$ cat config.mk
export PLATFORM = sky130hd
export DESIGN_NAME = spi_slave_tx_os
export DESIGN_NICKNAME = d
export VERILOG_FILES = /design/src/rtl/spi_slave_tx_os.sv
export SDC_FILE = /design/constraint.sdc
export NUM_CORES = 1
export LEC_CHECK = 0
export ABC_AREA = 1
export BUFFER_PORTS_ARGS = -buffer_cell sky130_fd_sc_hd__clkbuf_2
export CAP_MARGIN = 15
export CORE_MARGIN = 4
export CORE_UTILIZATION = 50
export DETAILED_ROUTE_END_ITERATION = 6
export PLACE_DENSITY = 0.79
export SLEW_MARGIN = 20
export SYNTH_ARGS = -nofsm -noshare
export SYNTH_HDL_FRONTEND = slang
export SYNTH_SLANG_ARGS = --single-unit
$ cat constraint.sdc
create_clock -name clk -period 2.7 [get_ports clk]
set_clock_uncertainty 0.1 [all_clocks]
set_input_delay 0.27 -clock clk [delete_from_list [all_inputs] [get_ports clk]]
set_output_delay 0.27 -clock clk [all_outputs]
set_load 0.01 [all_outputs]
$ cat src/rtl/spi_slave_tx_os.sv
// Oversampled SPI slave transmitter. Raw sclk/cs are synchronised into the
// system clock domain and edge-detected; a small word FIFO feeds a shift
// register whose output end drives a registered miso.
module spi_slave_tx_os #(
  parameter int DATA_W      = 32,
  parameter int CNT_W       = 8,
  parameter int DEPTH       = 2,
  parameter int SYNC_STAGES = 2,
  localparam int LW         = $clog2(DEPTH + 1)
) (
  input  logic              clk,
  input  logic              rst,
  input  logic              cpol,
  input  logic              cpha,
  input  logic              lsb_first,
  input  logic [CNT_W-1:0]  len,
  input  logic              len_upd,
  input  logic [DATA_W-1:0] data,
  input  logic              data_valid,
  output logic              data_ready,
  input  logic              sclk,
  input  logic              cs,
  output logic              miso,
  output logic              done,
  output logic              underrun,
  output logic              aborted,
  output logic [LW-1:0]     fifo_level
);

  localparam int PW = (DEPTH > 1) ? $clog2(DEPTH) : 1;
  localparam logic [CNT_W-1:0] LEN_MAX = CNT_W'(DATA_W - 1);

  typedef enum logic [1:0] {IDLE, ARM, SHIFT} state_e;

  state_e                 state_q, state_d;
  logic [SYNC_STAGES-1:0] sclk_sync_q, sclk_sync_d;
  logic [SYNC_STAGES-1:0] cs_sync_q, cs_sync_d;
  logic                   sclk_prev_q, cs_prev_q;
  logic                   cpol_q, cpol_d, cpha_q, cpha_d;
  logic                   ord_q, ord_d;
  logic [CNT_W-1:0]       len_q, len_d;
  logic [CNT_W-1:0]       wlen_q, wlen_d;
  logic [CNT_W-1:0]       cnt_q, cnt_d;
  logic [DATA_W-1:0]      shreg_q, shreg_d;
  logic                   miso_q, miso_d;
  logic                   done_q, done_d;
  logic                   underrun_q, underrun_d;
  logic                   aborted_q, aborted_d;
  logic [LW-1:0]          level_q, level_d;
  logic [PW-1:0]          wr_ptr_q, wr_ptr_d, rd_ptr_q, rd_ptr_d;
  logic [DATA_W-1:0]      fifo_mem [DEPTH];

  logic sclk_s, cs_s, cs_fall, cs_rise, lead, trail, launch;
  logic push, pop, load, empty;

  // Synchroniser shift chains and edge detection on the last two samples
  always_comb begin
    sclk_sync_d = {sclk_sync_q[SYNC_STAGES-2:0], sclk};
    cs_sync_d   = {cs_sync_q[SYNC_STAGES-2:0], cs};
    sclk_s      = sclk_sync_q[SYNC_STAGES-1];
    cs_s        = cs_sync_q[SYNC_STAGES-1];
    cs_fall     = cs_prev_q & ~cs_s;
    cs_rise     = ~cs_prev_q & cs_s;
    lead        = (sclk_prev_q == cpol_q) && (sclk_s != cpol_q);
    trail       = (sclk_prev_q != cpol_q) && (sclk_s == cpol_q);
    launch      = cpha_q ? lead : trail;
  end

  // FIFO bookkeeping; ready uses the start-of-cycle level so a full FIFO
  // refuses a push even when a pop happens in the same cycle
  always_comb begin
    empty      = (level_q == '0);
    data_ready = (level_q < LW'(DEPTH));
    push       = data_valid && data_ready;
    pop        = load && !empty;
    wr_ptr_d   = wr_ptr_q;
    rd_ptr_d   = rd_ptr_q;
    if (push) wr_ptr_d = (wr_ptr_q == PW'(DEPTH - 1)) ? '0 : wr_ptr_q + 1'b1;
    if (pop)  rd_ptr_d = (rd_ptr_q == PW'(DEPTH - 1)) ? '0 : rd_ptr_q + 1'b1;
    level_d = level_q;
    case ({push, pop})
      2'b10:   level_d = level_q + 1'b1;
      2'b01:   level_d = level_q - 1'b1;
      default: level_d = level_q;
    endcase
  end

  // Transfer FSM next-state: cs rise always wins over a launch edge
  always_comb begin
    state_d    = state_q;
    cpol_d     = cpol_q;
    cpha_d     = cpha_q;
    ord_d      = ord_q;
    wlen_d     = wlen_q;
    cnt_d      = cnt_q;
    shreg_d    = shreg_q;
    done_d     = 1'b0;
    underrun_d = 1'b0;
    aborted_d  = 1'b0;
    load       = 1'b0;
    len_d      = len_upd ? ((len > LEN_MAX) ? LEN_MAX : len) : len_q;

    case (state_q)
      IDLE: begin
        if (cs_fall) begin
          cpol_d = cpol;
          cpha_d = cpha;
          cnt_d  = '0;
          if (!cpha) begin
            load    = 1'b1;
            state_d = SHIFT;
          end else begin
            state_d = ARM;
          end
        end
      end
      ARM: begin
        if (cs_rise) begin
          state_d = IDLE;
          cnt_d   = '0;
        end else if (launch) begin
          load    = 1'b1;
          state_d = SHIFT;
        end
      end
      SHIFT: begin
        if (cs_rise) begin
          state_d   = IDLE;
          cnt_d     = '0;
          aborted_d = (cnt_q != '0);
        end else if (launch) begin
          if (cnt_q == wlen_q) begin
            done_d = 1'b1;
            cnt_d  = '0;
            load   = 1'b1;
          end else begin
            shreg_d = ord_q ? {1'b0, shreg_q[DATA_W-1:1]}
                            : {shreg_q[DATA_W-2:0], 1'b0};
            cnt_d   = cnt_q + 1'b1;
          end
        end
      end
      default: state_d = IDLE;
    endcase

    // Word load: an empty FIFO yields an all-zero word and an underrun pulse
    if (load) begin
      shreg_d    = empty ? '0 : fifo_mem[rd_ptr_q];
      underrun_d = empty;
      ord_d      = lsb_first;
      wlen_d     = len_q;
    end

    miso_d = (state_q == SHIFT && !cs_rise)
           ? (ord_q ? shreg_q[0] : shreg_q[DATA_W-1]) : 1'b0;
  end

  // All control state, including synchronisers; reset flushes the FIFO
  always_ff @(posedge clk) begin
    if (rst) begin
      state_q     <= IDLE;
      sclk_sync_q <= '0;
      cs_sync_q   <= '1;
      sclk_prev_q <= 1'b0;
      cs_prev_q   <= 1'b1;
      cpol_q      <= 1'b0;
      cpha_q      <= 1'b0;
      ord_q       <= 1'b0;
      len_q       <= LEN_MAX;
      wlen_q      <= LEN_MAX;
      cnt_q       <= '0;
      shreg_q     <= '0;
      miso_q      <= 1'b0;
      done_q      <= 1'b0;
      underrun_q  <= 1'b0;
      aborted_q   <= 1'b0;
      level_q     <= '0;
      wr_ptr_q    <= '0;
      rd_ptr_q    <= '0;
    end else begin
      state_q     <= state_d;
      sclk_sync_q <= sclk_sync_d;
      cs_sync_q   <= cs_sync_d;
      sclk_prev_q <= sclk_s;
      cs_prev_q   <= cs_s;
      cpol_q      <= cpol_d;
      cpha_q      <= cpha_d;
      ord_q       <= ord_d;
      len_q       <= len_d;
      wlen_q      <= wlen_d;
      cnt_q       <= cnt_d;
      shreg_q     <= shreg_d;
      miso_q      <= miso_d;
      done_q      <= done_d;
      underrun_q  <= underrun_d;
      aborted_q   <= aborted_d;
      level_q     <= level_d;
      wr_ptr_q    <= wr_ptr_d;
      rd_ptr_q    <= rd_ptr_d;
    end
  end

  // FIFO storage; contents are don't-care once the pointers are reset
  always_ff @(posedge clk) begin
    if (push) fifo_mem[wr_ptr_q] <= data;
  end

  assign miso       = miso_q;
  assign done       = done_q;
  assign underrun   = underrun_q;
  assign aborted    = aborted_q;
  assign fifo_level = level_q;

endmodule

; Word-level counts from Yosys, hierarchy flattened
; Memories as Yosys holds them, arrays and structs flattened. A register that Yosys moved wholly into a read port is not among the register bits.
; Cells that the tools add are included.
[totals]
ff_bits = 75
latch_bits = 0
ramBits = 64
romBits = 0
inputBits = 49
wordCells = 110
n_memories = 1
[op_classes]
add_sub_neg = 5
n_mul = 0
n_div = 0
magnitude_cmp = 2
n_eq_ne = 16
shift = 0
mux = 37
bitwise = 8
n_reduce_logical = 22
[mem_list]
columns = name, depth, width, rd, rd_ports_with_merged_regs, wr, line
row1 = fifo_mem, 2, 32, 1, 1, 1, 51  ; logic [DATA_W-1:0] fifo_mem [DEPTH];
[ops]
columns = cell, n
row1 = two-way mux 32 bit, 7
row2 = two-way mux 8 bit, 6
row3 = case mux 8 bit (3 select lines), 1
row4 = two-way mux 1 bit, 15
row5 = two-way mux 2 bit, 5
row6 = adder 8 x 1 -> 8 bit (second input constant), 1
row7 = equality test 8 bit, 1
row8 = > comparator 8 x 5 -> 1 bit (second input constant), 1
row9 = != test 2 bit (second input constant), 4
row10 = AND reduction 4 bit, 2
row11 = nonzero test 8 bit, 1
row12 = != test 3 bit (second input constant), 2
row13 = inverter 1 bit, 6
row14 = case mux 2 bit (3 select lines), 1
row15 = nonzero test 2 bit, 3
row16 = OR reduction 2 bit, 3
row17 = logical AND 1 bit, 5
row18 = equality test 2 x 1 -> 1 bit (second input constant), 2
row19 = equality test 2 bit (second input constant), 2
row20 = zero test 2 bit, 2
row21 = case mux 2 bit (2 select lines), 1
row22 = case mux 1 bit (3 select lines), 1
row23 = AND reduction 3 bit, 1
row24 = nonzero test 3 bit, 1
row25 = 11 further kinds, 16

; Longest topological paths before layout
; Gate-level depths: netlist of the first run.
[depth]
word_depth = 9
ltp_mapped = 16

; Worst setup path before layout of the first run
; OpenSTA, ideal clock, no wires.
[synth_path]
path_kind = reg-to-reg
startpoint = reg level_q[1] (netlist: fifo_level[1])
endpoint = mem fifo_mem[1][0], enable pin
setup_ns = 0.423
t_arrival_ns = 1.993
required_ns = 2.177
path_slack_ns = 0.184
stages_incl_launch_ff = 4
path_buffers = 0
cell_sequence = dfxtp_1 inv_1 nand2_1 nor2_1
[synth_via]
elab_chain_cells = 4
[synth_rtl]
columns = item, line
row1 = from (decl), 49  ; logic [LW-1:0] level_q, level_d;
row2 = from (signal assigned), 197  ; level_q <= level_d;
row3 = less-than comparator 2 bit, 73  ; data_ready = (level_q < LW'(DEPTH));
row4 = via data_ready, 20  ; output logic data_ready,
row5 = logical AND 1 bit, 74  ; push = data_valid && data_ready;
row6 = two-way mux 1 bit, 205  ; if (push) fifo_mem[wr_ptr_q] <= data;
row7 = two-way mux 1 bit (not written as such), 205
row8 = to (decl), 51
; The timed path passes the listed nets, and every way through them passes these cells.

; Final worst setup path of the first run
[layout_path]
startpoint = reg cnt_q[3]
endpoint = reg level_q[1] (netlist: fifo_level[1])
[layout_via]
elab_chain_cells = 8
elab_cells_between_ends = 10
[layout_rtl]
columns = item, line
row1 = from (decl), 43  ; logic [CNT_W-1:0] cnt_q, cnt_d;
row2 = from (signal assigned), 191  ; cnt_q <= cnt_d;
row3 = equality test 8 bit (*), 132  ; if (cnt_q == wlen_q) begin
row4 = two-way mux 1 bit (*), 132
row5 = two-way mux 1 bit (*), 131  ; end else if (launch) begin
row6 = two-way mux 1 bit (*), 127  ; if (cs_rise) begin
row7 = case mux 1 bit (3 select lines) (*), 103  ; case (state_q)
row8 = logical AND 1 bit (*), 75  ; pop = load && !empty;
row9 = via pop, 54  ; logic push, pop, load, empty;
row10 = equality test 2 x 1 -> 1 bit / equality test 2 bit (equally long branches), 81  ; case ({push, pop})
row11 = case mux 2 bit (2 select lines) / nonzero test 2 bit (equally long branches), n/a
; Mark *: on every way through the listed nets, which the timed path passes. The rest lies on a longest branch.
; A chain may end at the register's enable or synchronous reset.

==> impl_metrics.ini, run 1 <==
[setup_path]
cp_max_fo = 6
path_cells = inv_2 -> nand2_1 -> nand2_1 -> nor2_1 -> nand2_1 -> nor2_2 -> nand2_2 -> nand2_2 -> inv_1 -> nor2_1 -> ha_1 -> a21oi_1 -> o21ai_0 -> o21ai_0 -> a21oi_1
rrSetupSlack_ps = 490
slowest_stage = dfxtp_1
cp.required_ps = 2900
cp_data_arrival_time_ps = 2410
r2r-start = cnt_q[3]
worst-setup-path-type = reg -> reg
end_kind = flip-flop
path_common_cell = nand2_1
reg2regPathDepth = 15
critical_path.max_stage_delay_ps = 430
reg2reg_to = fifo_level[1]
start_kind = flip-flop

[global_route]
grt_pass1_wl_mm = 23.0
grt-ovfl-total = 0
antenna_found_initial = 0
grt_usage_pct = 19.4
grt_max_degree = 66
grt_pass1_vias = 4876

[detailed_routing]
detail-route-antenna-nets = 0
routed-via-count = 5144
initialDrtViolationCount = 385
finalWirelength_mm = 13.2
drc = 0
via_per_inst = 5.03
first_pass_iters = 5
routedWlPerCell_um = 12.9

[die]
die_h_um = 122
core_um2 = 12700
io_pins = 56
start_util_pct = 51.2
dieArea_um2 = 14900
die_x_um = 122
row_count = 41

[final_layout]
area_growth_pct = 21.7
instances_no_fill = 1023
drive_gt1_share_pct = 20.8
fin_nets = 890
antenna_cells = 0

[cts]
htree_num_levels = 4
numCtsBuffers = 17
clock_latency_ps = 420
clk_pin_slew_ps = 50
cts_tree = built
cts_num_sinks = 140
cts_resized = 0
clock_path_buffers = 2
root_buffer = clkbuf_16

[yosys]
synth.largest_area_cell = edfxtp_1
synthArstFlopShare_pct = 0
synth-main-ff-cell = dfxtp_1
synth-seq-cells = 140
synth_fp_nets = 804
yosysSeqAreaShare_pct = 53.0
yosys-top-cells-area = edfxtp_1, dfxtp_1, nand2_1
synth.distinct_cells = 32
syn_avg_cell_area_um2 = 8.63
netlist_area_um2 = 6490
synth_edf_count = 64
yosys_warnings = 0
synthTopCellsByCount = nand2_1, nor2_1, dfxtp_1
postSynthCellCount = 752
synth_top_area_share_pct = 29.6
yosysMostFrequentCell = nand2_1

[power]
internal_power_mw = 4.07
comb_power_share_pct = 9.5
switching_share_pct = 22.3
p_switching_mw = 1.17
pwr-share-clk_pct = 44.8
p_leak_nw = 3.14
p_seq_share_pct = 45.7
ir_worst_vdd_mv = 0.517
power.density_nw_per_um2 = 662

[timing]
hold_viol = 0
setup_ws_ps = 490
fmax_mhz = 452
finalCritPeriodShare_pct = 81.9
whs_ps = 28.6
setup_viol = 0
max_slew.worst_pin.slew_ps = 796
rsz0062_at_grt = false
max_slew_margin_pct = 47.0
setup_tns_ps = 0
min_period_ps = 2210
slew_violations = 0

[worst_hold_path]
holdPathStages = 3
min_to = state_q[0]
hp-class = in -> reg
min_from = cpha

[placement]
dp.cells = 950
place_hpwl_mm = 7.63
io_buffers = 55
dp_worst_setup_slack_ps = 541
gp_congestion = 0.867

[job]
cap_viol_max_count = 0

[status]
status = completed
-- power by group through the flow --
stage               Clock, mW  Sequential, mW  Combinational, mW
floorplan                   0            2.42              0.315
finish                   2.35            2.39              0.498
global route             2.49            2.40              0.564
global placement            0            2.43              0.441
detailed placement          0            2.43              0.449
CTS                      2.38            2.39              0.500
-- metal layers --
metal	global-route usage (%)	vias to the layer above	wire length, um
met5	0	-	0
met4	7.91	0	286
met3	4.18	24	503
met2	31.1	90	6650
met1	25.8	2382	5800
li1	-	2648	-
-- registers in the layout, summed over array words and instances (netlist names), named ones only --
signal       count
fifo_mem        64
sclk_sync_q      2
ord_q            1
len_q            8
aborted          1
state_q          2
cs_prev_q        1
underrun         1
miso             1
sclk_prev_q      1
shreg_q         32
cs_sync_q        2
cpol_q           1
cpha_q           1
cnt_q            8
wlen_q           8
fifo_level       2
done             1
wr_ptr_q         1
rd_ptr_q         1
-- cells by family after synthesis --
family | Yosys count | share of synthesized area (%)
AND/OR/NAND/NOR | 370 | 22.9
flip-flops | 140 | 53.0
AO/OA/AOI/OAI | 112 | 11.0
buffers and inverters | 92 | 6.50
multiplexers | 33 | 5.71
adder cells (fa/ha/maj) | 3 | 0.578
XOR/XNOR | 2 | 0.270
-- placed cells by master, fill, tap and decap left out, drive strengths merged --
| cell | netlist | layout |
|---|---|---|
| a211oi | 1 | 1 |
| a21oi | 50 | 50 |
| a41oi | 1 | 1 |
| buf | 17 | 13 |
| bufinv | 0 | 3 |
| clkbuf | 25 | 80 |
| clkinv | 3 | 6 |
| dfxtp | 76 | 76 |
| dlygate4sd3 | 0 | 41 |
| edfxtp | 64 | 64 |
| ha | 3 | 3 |
| inv | 47 | 48 |
| mux2 | 32 | 32 |
| mux2i | 1 | 1 |
| nand2 | 211 | 211 |
| nand3 | 38 | 38 |
| nand4 | 4 | 4 |
| nor2 | 108 | 108 |
| nor3 | 6 | 6 |
| nor4 | 1 | 1 |
| o21ai | 55 | 55 |
| o32ai | 5 | 5 |
| or2 | 2 | 2 |
| xor2 | 2 | 2 |
-- layout make-up --
| type | instances | area, um2 |
|---|---|---|
| clock inverters | 7 | 111 |
| clock buffers | 25 | 485 |
| fillers | 1064 | 4770 |
| inverters | 50 | 188 |
| repair buffers | 109 | 821 |
| flip-flops and latches | 140 | 3440 |
| multi-input cells | 520 | 2640 |
| well taps | 172 | 215 |
-- how the worst max path moves through the flow --
stage | startpoint | end | slack (ps) | cells past startpoint
2_1_floorplan | fifo_level[1] | fifo_mem[1][0] | 180 | 3
3_3_place_gp | cpha_q | fifo_level[1] | 630 | 14
3_5_place_dp | cnt_q[0] | fifo_level[1] | 540 | 15
5_1_grt | cpha_q | shreg_q[8] | 240 | 13
6_report | cnt_q[3] | fifo_level[1] | 490 | 15
4_1_cts | cnt_q[3] | fifo_level[1] | 500 | 15
-- worst max-delay path, delay by kind of cell, from the launching register on --
family	cells	cell delay (ps)
fa+ha+maj	1	250
compound gates	4	440
flops	1	430
buf+inv	2	150
simple gates	8	720
-- metrics by stage --
step	area [um2]	util (%)	total power [mW]
after CTS	7900	62.3	5.27
after floorplan	6490	-	2.74
after global routing	7900	62.3	5.45
final	7900	62.3	5.23
after detailed placement	6890	54.4	2.88
after global placement	6890	54.4	2.87
-- repair_timing --
item,CTS,global route
endpoints found under the hold margin,75,0
setup buffers,0,0
hold buffers,41,0
Power figures use the tool's default switching activity.
==> run 2: changes to the inputs <==
--- a/config.mk
+++ b/config.mk
@@ -11,7 +11,7 @@
 export CORE_MARGIN = 4
 export CORE_UTILIZATION = 50
 export DETAILED_ROUTE_END_ITERATION = 6
-export PLACE_DENSITY = 0.79
+export PLACE_DENSITY = 0.81
 export SLEW_MARGIN = 20
 export SYNTH_ARGS = -nofsm -noshare
 export SYNTH_HDL_FRONTEND = slang
==> constraint.sdc (replaced) <==
create_clock -name clk -period 1.92 [get_ports clk]
set_clock_uncertainty 0.1 [all_clocks]
set_input_delay 0.192 -clock clk [delete_from_list [all_inputs] [get_ports clk]]
set_output_delay 0.192 -clock clk [all_outputs]
set_load 0.01 [all_outputs]
==> run 2 against run 1 <==
  * The run now ends with negative setup slack left
  * Clock power is 38% higher
  * Core utilization up 4.0 points
  * First-iteration DRC count up 20%
  * Register-to-register slack got worse by 640 ps
  * Global-route usage grew 0.77 points
  * Cell area up 6.4%
  * Via count increased by 6.3%
  * Sequential power grew 41%
  * Count of clock-buffer cells in the layout decreased by 3
  * Hold slack lost 13 ps
  * Critical endpoint unchanged
  * Largest power group unchanged
  * Highest routed layer unchanged
==> impl_metrics.ini, run 2 (synthesis results as in run 1) <==
[setup_path]
worst-setup-path-type = reg -> reg
r2r-start = cnt_q[6]
cp_max_fo = 4
cp.required_ps = 2120
path_cells = inv_2 -> nand2_1 -> nand2_1 -> nor2_1 -> nand2_1 -> nor2_4 -> nand2_4 -> nand2_4 -> inv_4 -> nor2_2 -> ha_1 -> a21oi_1 -> o21ai_1 -> o21ai_1 -> a21oi_1
cp_data_arrival_time_ps = 2270
start_kind = flip-flop
rrSetupSlack_ps = -150
reg2reg_to = fifo_level[1]
end_kind = flip-flop
critical_path.max_stage_delay_ps = 360
slowest_stage = dfxtp_2
path_common_cell = nand2_1
reg2regPathDepth = 15

[die]
core_um2 = 12700
die_x_um = 122
die_h_um = 122
io_pins = 56
row_count = 41
start_util_pct = 51.2
dieArea_um2 = 14900

[power]
power_mw = 7.40
ir_worst_vdd_mv = 0.990
p_switching_mw = 1.71
switching_share_pct = 23.1
pwr-share-clk_pct = 43.9
internal_power_mw = 5.68
power.density_nw_per_um2 = 880
p_leak_nw = 3.41
comb_power_share_pct = 10.7
p_seq_share_pct = 45.4

[detailed_routing]
first_pass_iters = 5
via_per_inst = 5.13
routed-via-count = 5470
initialDrtViolationCount = 463
routedWlPerCell_um = 14.1
detail-route-antenna-nets = 0
drc = 0
finalWirelength_mm = 15.0

[timing]
slew_violations = 0
max_slew_margin_pct = 70.1
fmax_mhz = 484
max_slew.worst_pin.slew_ps = 446
finalCritPeriodShare_pct = 108
whs_ps = 16.0
setup_ws_ps = -147
min_period_ps = 2070
rsz0062_at_grt = true
setup_viol = 2
hold_viol = 0

[placement]
place_hpwl_mm = 7.96
gp_congestion = 0.911
dp_worst_setup_slack_ps = -112
io_buffers = 55

[final_layout]
fin_nets = 933
final_common_cell = nand2_1
drive_gt1_share_pct = 28.2
final_cell_mix = nand2_1, nor2_1, edfxtp_1, dfxtp_1, clkbuf_2
antenna_cells = 0
final.fill_count = 970
area_growth_pct = 29.5
top_regs = fifo_mem x64, shreg_q x32
regMostFlops = fifo_mem
largest_reg_flops = 64

[worst_hold_path]
hp-class = in -> reg
holdPathStages = 3
min_to = wr_ptr_q
min_from = data_valid

[global_route]
grt_max_degree = 65
grt_pass1_wl_mm = 23.8
grt-ovfl-total = 0
antenna_found_initial = 0
grt_usage_pct = 20.2
grt_pass1_vias = 5034

[cts]
clock_path_buffers = 2
root_buffer = clkbuf_16
clk_pin_slew_ps = 60
numCtsBuffers = 17
clock_latency_ps = 420
cts_num_sinks = 140
htree_num_levels = 4
cts_tree = built

[job]
cap_viol_max_count = 0

[status]
status = finished with violations
violations = negative setup slack
[run 2: cell types whose count changed in the layout (fill, tap and decap cells not counted), moves of 4 or more]
| cell | delta |
|---|---|
| buf_4 | +34 |
| dfxtp_1 | -14 |
| dfxtp_2 | +13 |
| inv_1 | -6 |
| nor2_1 | -6 |
| inv_2 | +5 |
| nand2_1 | -4 |
[run 2: power by group through the flow]
stage	logic [mW]	clock network, mW	registers (mW)
4_1_cts	0.768	3.28	3.35
6_report	0.790	3.25	3.36
2_1_floorplan	0.446	0	3.41
5_1_grt	0.885	3.43	3.37
3_3_place_gp	0.675	0	3.41
3_5_place_dp	0.687	0	3.41
[run 2: how the worst max path moves through the flow]
stage                  startpoint             end  slack [ps]  cells past startpoint
floorplan           fifo_level[1]  fifo_mem[1][0]         -80                      3
global placement         cnt_q[7]   fifo_level[1]         -60                     15
detailed placement       cnt_q[7]   fifo_level[1]        -110                     15
CTS                      cnt_q[5]   fifo_level[1]         -50                     15
global route             cnt_q[6]   fifo_level[1]        -220                     15
finish                   cnt_q[6]   fifo_level[1]        -150                     15
[run 2: final cells by class]
| class | instances | area (um2) | area share [%] |
|---|---|---|---|
| tap | 172 | 215 | 2.56 |
| multi-input combinational | 520 | 2700 | 32.1 |
| sequential | 140 | 3460 | 41.2 |
| timing repair buffer | 152 | 1240 | 14.8 |
| clock buffer | 22 | 485 | 5.78 |
| clock inverter | 10 | 110 | 1.31 |
| inverter | 50 | 190 | 2.26 |
[run 2: critical path, delay by kind of cell, from the launching register on]
| family | cells | cell delay (ps) |
|---|---|---|
| flops | 1 | 360 |
| fa+ha+maj | 1 | 250 |
| compound gates | 4 | 380 |
| simple gates | 8 | 780 |
| buf+inv | 2 | 90 |
[run 2: through the flow]
step | TNS, ps | cells | area, um2 | util (%)
finish | -256 | 1066 | 8400 | 66.3
global route | -1940 | 1066 | 8400 | 66.3
CTS | -195 | 1060 | 8240 | 65.0
detailed placement | -242 | 983 | 7180 | 56.7
global placement | -62.2 | 983 | 7180 | 56.7
floorplan | -4220 | 752 | 6500 | -
[run 2: routing by layer]
layer | global-route usage, % | part of all wire (%) | wire, um
met3 | 4.74 | 5.1 | 766
met1 | 25.6 | 43 | 6430
met4 | 8.82 | 2.4 | 355
met5 | 0 | 0 | 0
met2 | 33.1 | 50 | 7450
[run 2: what timing repair did]
| item | CTS | global route |
|---|---|---|
| hold buffers | 43 | 0 |
| gates resized for setup | 8 | 34 |
| pin swaps | 2 | 15 |
| cloned | 0 | 3 |
| endpoints found under the hold margin | 77 | 0 |
| buffers inserted | 2 | 4 |
| endpoints found under the setup margin | 26 | 41 |
==> run 3: changes to the inputs <==
==> constraint.sdc (replaced) <==
create_clock -name clk -period 1.92 [get_ports clk]
set_clock_uncertainty 0.1 [all_clocks]
set_input_delay 0.192 -clock clk [delete_from_list [all_inputs] [get_ports clk]]
set_output_delay 0.192 -clock clk [all_outputs]
set_load 0.005 [all_outputs]
==> run 3 against run 2 <==
  * The run still ends with negative setup slack left
  * Largest cell class unchanged
  * Count of clock-buffer cells in the layout did not move
  * Register-to-register slack better by 20 ps
  * Sequential power about the same
  * Total power up 0.36%
  * Critical path depth did not move
  * Via count decreased by 0.44%
  * Combinational power increased by 2%
  * Final cell count decreased by 1.0%
  * Hold slack worse by 2.8 ps
  * Wire length decreased by 3.4%
  * First-iteration DRC count decreased by 16%
==> impl_metrics.ini, run 3 (synthesis results as in run 1) <==
[status]
status = finished with violations
violations = negative setup slack

[timing]
max_slew_margin_pct = 65.7
slew_violations = 0
setup_viol = 15
setup_ws_ps = -129
rsz0062_at_grt = true
setup_tns_ps = -436
finalCritPeriodShare_pct = 107
hold_viol = 0
fmax_mhz = 488
max_slew.worst_pin.slew_ps = 515
min_period_ps = 2050

[setup_path]
cp_data_arrival_time_ps = 2250
reg2regPathDepth = 15
cp_max_fo = 3
worst-path-stages = 15
end_kind = flip-flop
cp.required_ps = 2120
crit_buf_inv = 2
crit_family = simple AND/OR/NAND/NOR gates
start_kind = flip-flop
slowest_stage = dfxtp_2
path_cells = inv_2 -> nand2_1 -> nand2_1 -> nor2_2 -> nand2_2 -> nor2_4 -> nand2_4 -> nand2_4 -> inv_4 -> nor2_4 -> ha_4 -> a21oi_2 -> o21ai_1 -> o21ai_1 -> a21oi_1
critical_path.max_stage_delay_ps = 340
worst-setup-path-type = reg -> reg

[power]
internal_power_mw = 5.70
pwr-share-clk_pct = 43.9
power.density_nw_per_um2 = 894
p_seq_share_pct = 45.3
ir_worst_vdd_mv = 0.668
switching_share_pct = 23.2
p_leak_nw = 3.35
p_switching_mw = 1.73
comb_power_share_pct = 10.8

[placement]
dp.cells = 976
gp_congestion = 0.846
place_hpwl_mm = 8.09
io_buffers = 55
dp_worst_setup_slack_ps = -128

[die]
row_count = 41
die_x_um = 122
core_um2 = 12700
io_pins = 56
die_h_um = 122
start_util_pct = 51.2
dieArea_um2 = 14900

[final_layout]
top_regs = fifo_mem x64, shreg_q x32
drive_gt1_share_pct = 27.2
regMostFlops = fifo_mem
antenna_cells = 0
final_cell_mix = nand2_1, nor2_1, edfxtp_1, dfxtp_1, clkbuf_2
largest_reg_flops = 64
instances_no_fill = 1055
final_common_cell = nand2_1
area_growth_pct = 27.9
fin_nets = 922

[cts]
clock_path_buffers = 2
clock_latency_ps = 420
cts_tree = built
htree_num_levels = 4
numCtsBuffers = 17
root_buffer = clkbuf_16
cts_num_sinks = 140
clk_pin_slew_ps = 60

[detailed_routing]
via_per_inst = 5.16
initialDrtViolationCount = 389
finalWirelength_mm = 14.5
routed-via-count = 5446
drc = 0
routedWlPerCell_um = 13.7
first_pass_iters = 5
detail-route-antenna-nets = 0

[global_route]
grt_pass1_wl_mm = 24.0
grt_max_degree = 66
antenna_found_initial = 0
grt_usage_pct = 20.4
grt-ovfl-total = 0
grt_pass1_vias = 5220

[worst_hold_path]
holdPathStages = 3
hp-class = in -> reg

[job]
cap_viol_max_count = 0
==> run 3: cell types whose count changed in the layout (fill, tap and decap cells not counted), moves of 2 or more <==
cell        before  now
buf_16           2    0
buf_6            2    0
clkinvlp_4       2    0
clkbuf_16       20   18
nand2_2          5    3
inv_1           33   36
buf_12           4    7
buf_4           44   35
clkinv_2         2    4
inv_2           13   10
==> run 3: stage by stage <==
stage                     power (mW)  hold WS, ps  utilization (%)  instance area, um2
final                           7.42         13.3             65.5                8300
after global routing            7.71         12.5             65.5                8300
after CTS                       7.44         2.17             64.8                8210
after detailed placement        4.12          281             56.4                7150
after global placement          4.10          281             56.4                7150
after floorplan                 3.85          164                -                6500
==> run 3: metal layers <==
layer	GRT usage [%]	up-vias	share of wire [%]
met5	0	-	0
met2	34.2	175	50
li1	-	2717	-
met3	4.46	37	5.1
met1	25.1	2517	42
met4	9.45	0	2.8
==> run 3: tightest hold or removal path, delay by kind of cell <==
kind                   cells  cell delay [ps]
AOI/OAI and AO/OA          2              200
buffers and inverters      1               90
==> run 3: timing repair <==
item                       CTS  global route
gates cloned                 0             0
resized for setup            9            25
pin swaps                    4            10
hold buffers                43             0
hold endpoints to repair    77             0
setup endpoints to repair   35            40
setup buffers                2             2
==> run 3: area by class of cell <==
| type | count | area [um2] |
|---|---|---|
| clock buffers | 22 | 485 |
| clock inverters | 10 | 110 |
| fillers | 970 | 4370 |
| inverters | 50 | 190 |
| multi-input cells | 520 | 2710 |
| flip-flops and latches | 140 | 3460 |
| well taps | 172 | 215 |
| repair buffers | 141 | 1120 |
==> run 3: final timing paths <==
path / startpoint / endpoint / slack, ps
min: cpol / cpol_q / 10
max reg2reg: cnt_q[5] / fifo_level[1] / -130
min reg2reg: sclk_sync_q[0] / sclk_sync_q[1] / 300
max: cnt_q[5] / fifo_level[1] / -130
==> run 3: power groups by stage <==
stage	sequential, mW	clock (mW)	combinational, mW
4_1_cts	3.36	3.29	0.789
5_1_grt	3.37	3.45	0.889
3_5_place_dp	3.42	0	0.703
2_1_floorplan	3.40	0	0.446
6_report	3.36	3.26	0.802
3_3_place_gp	3.41	0	0.693
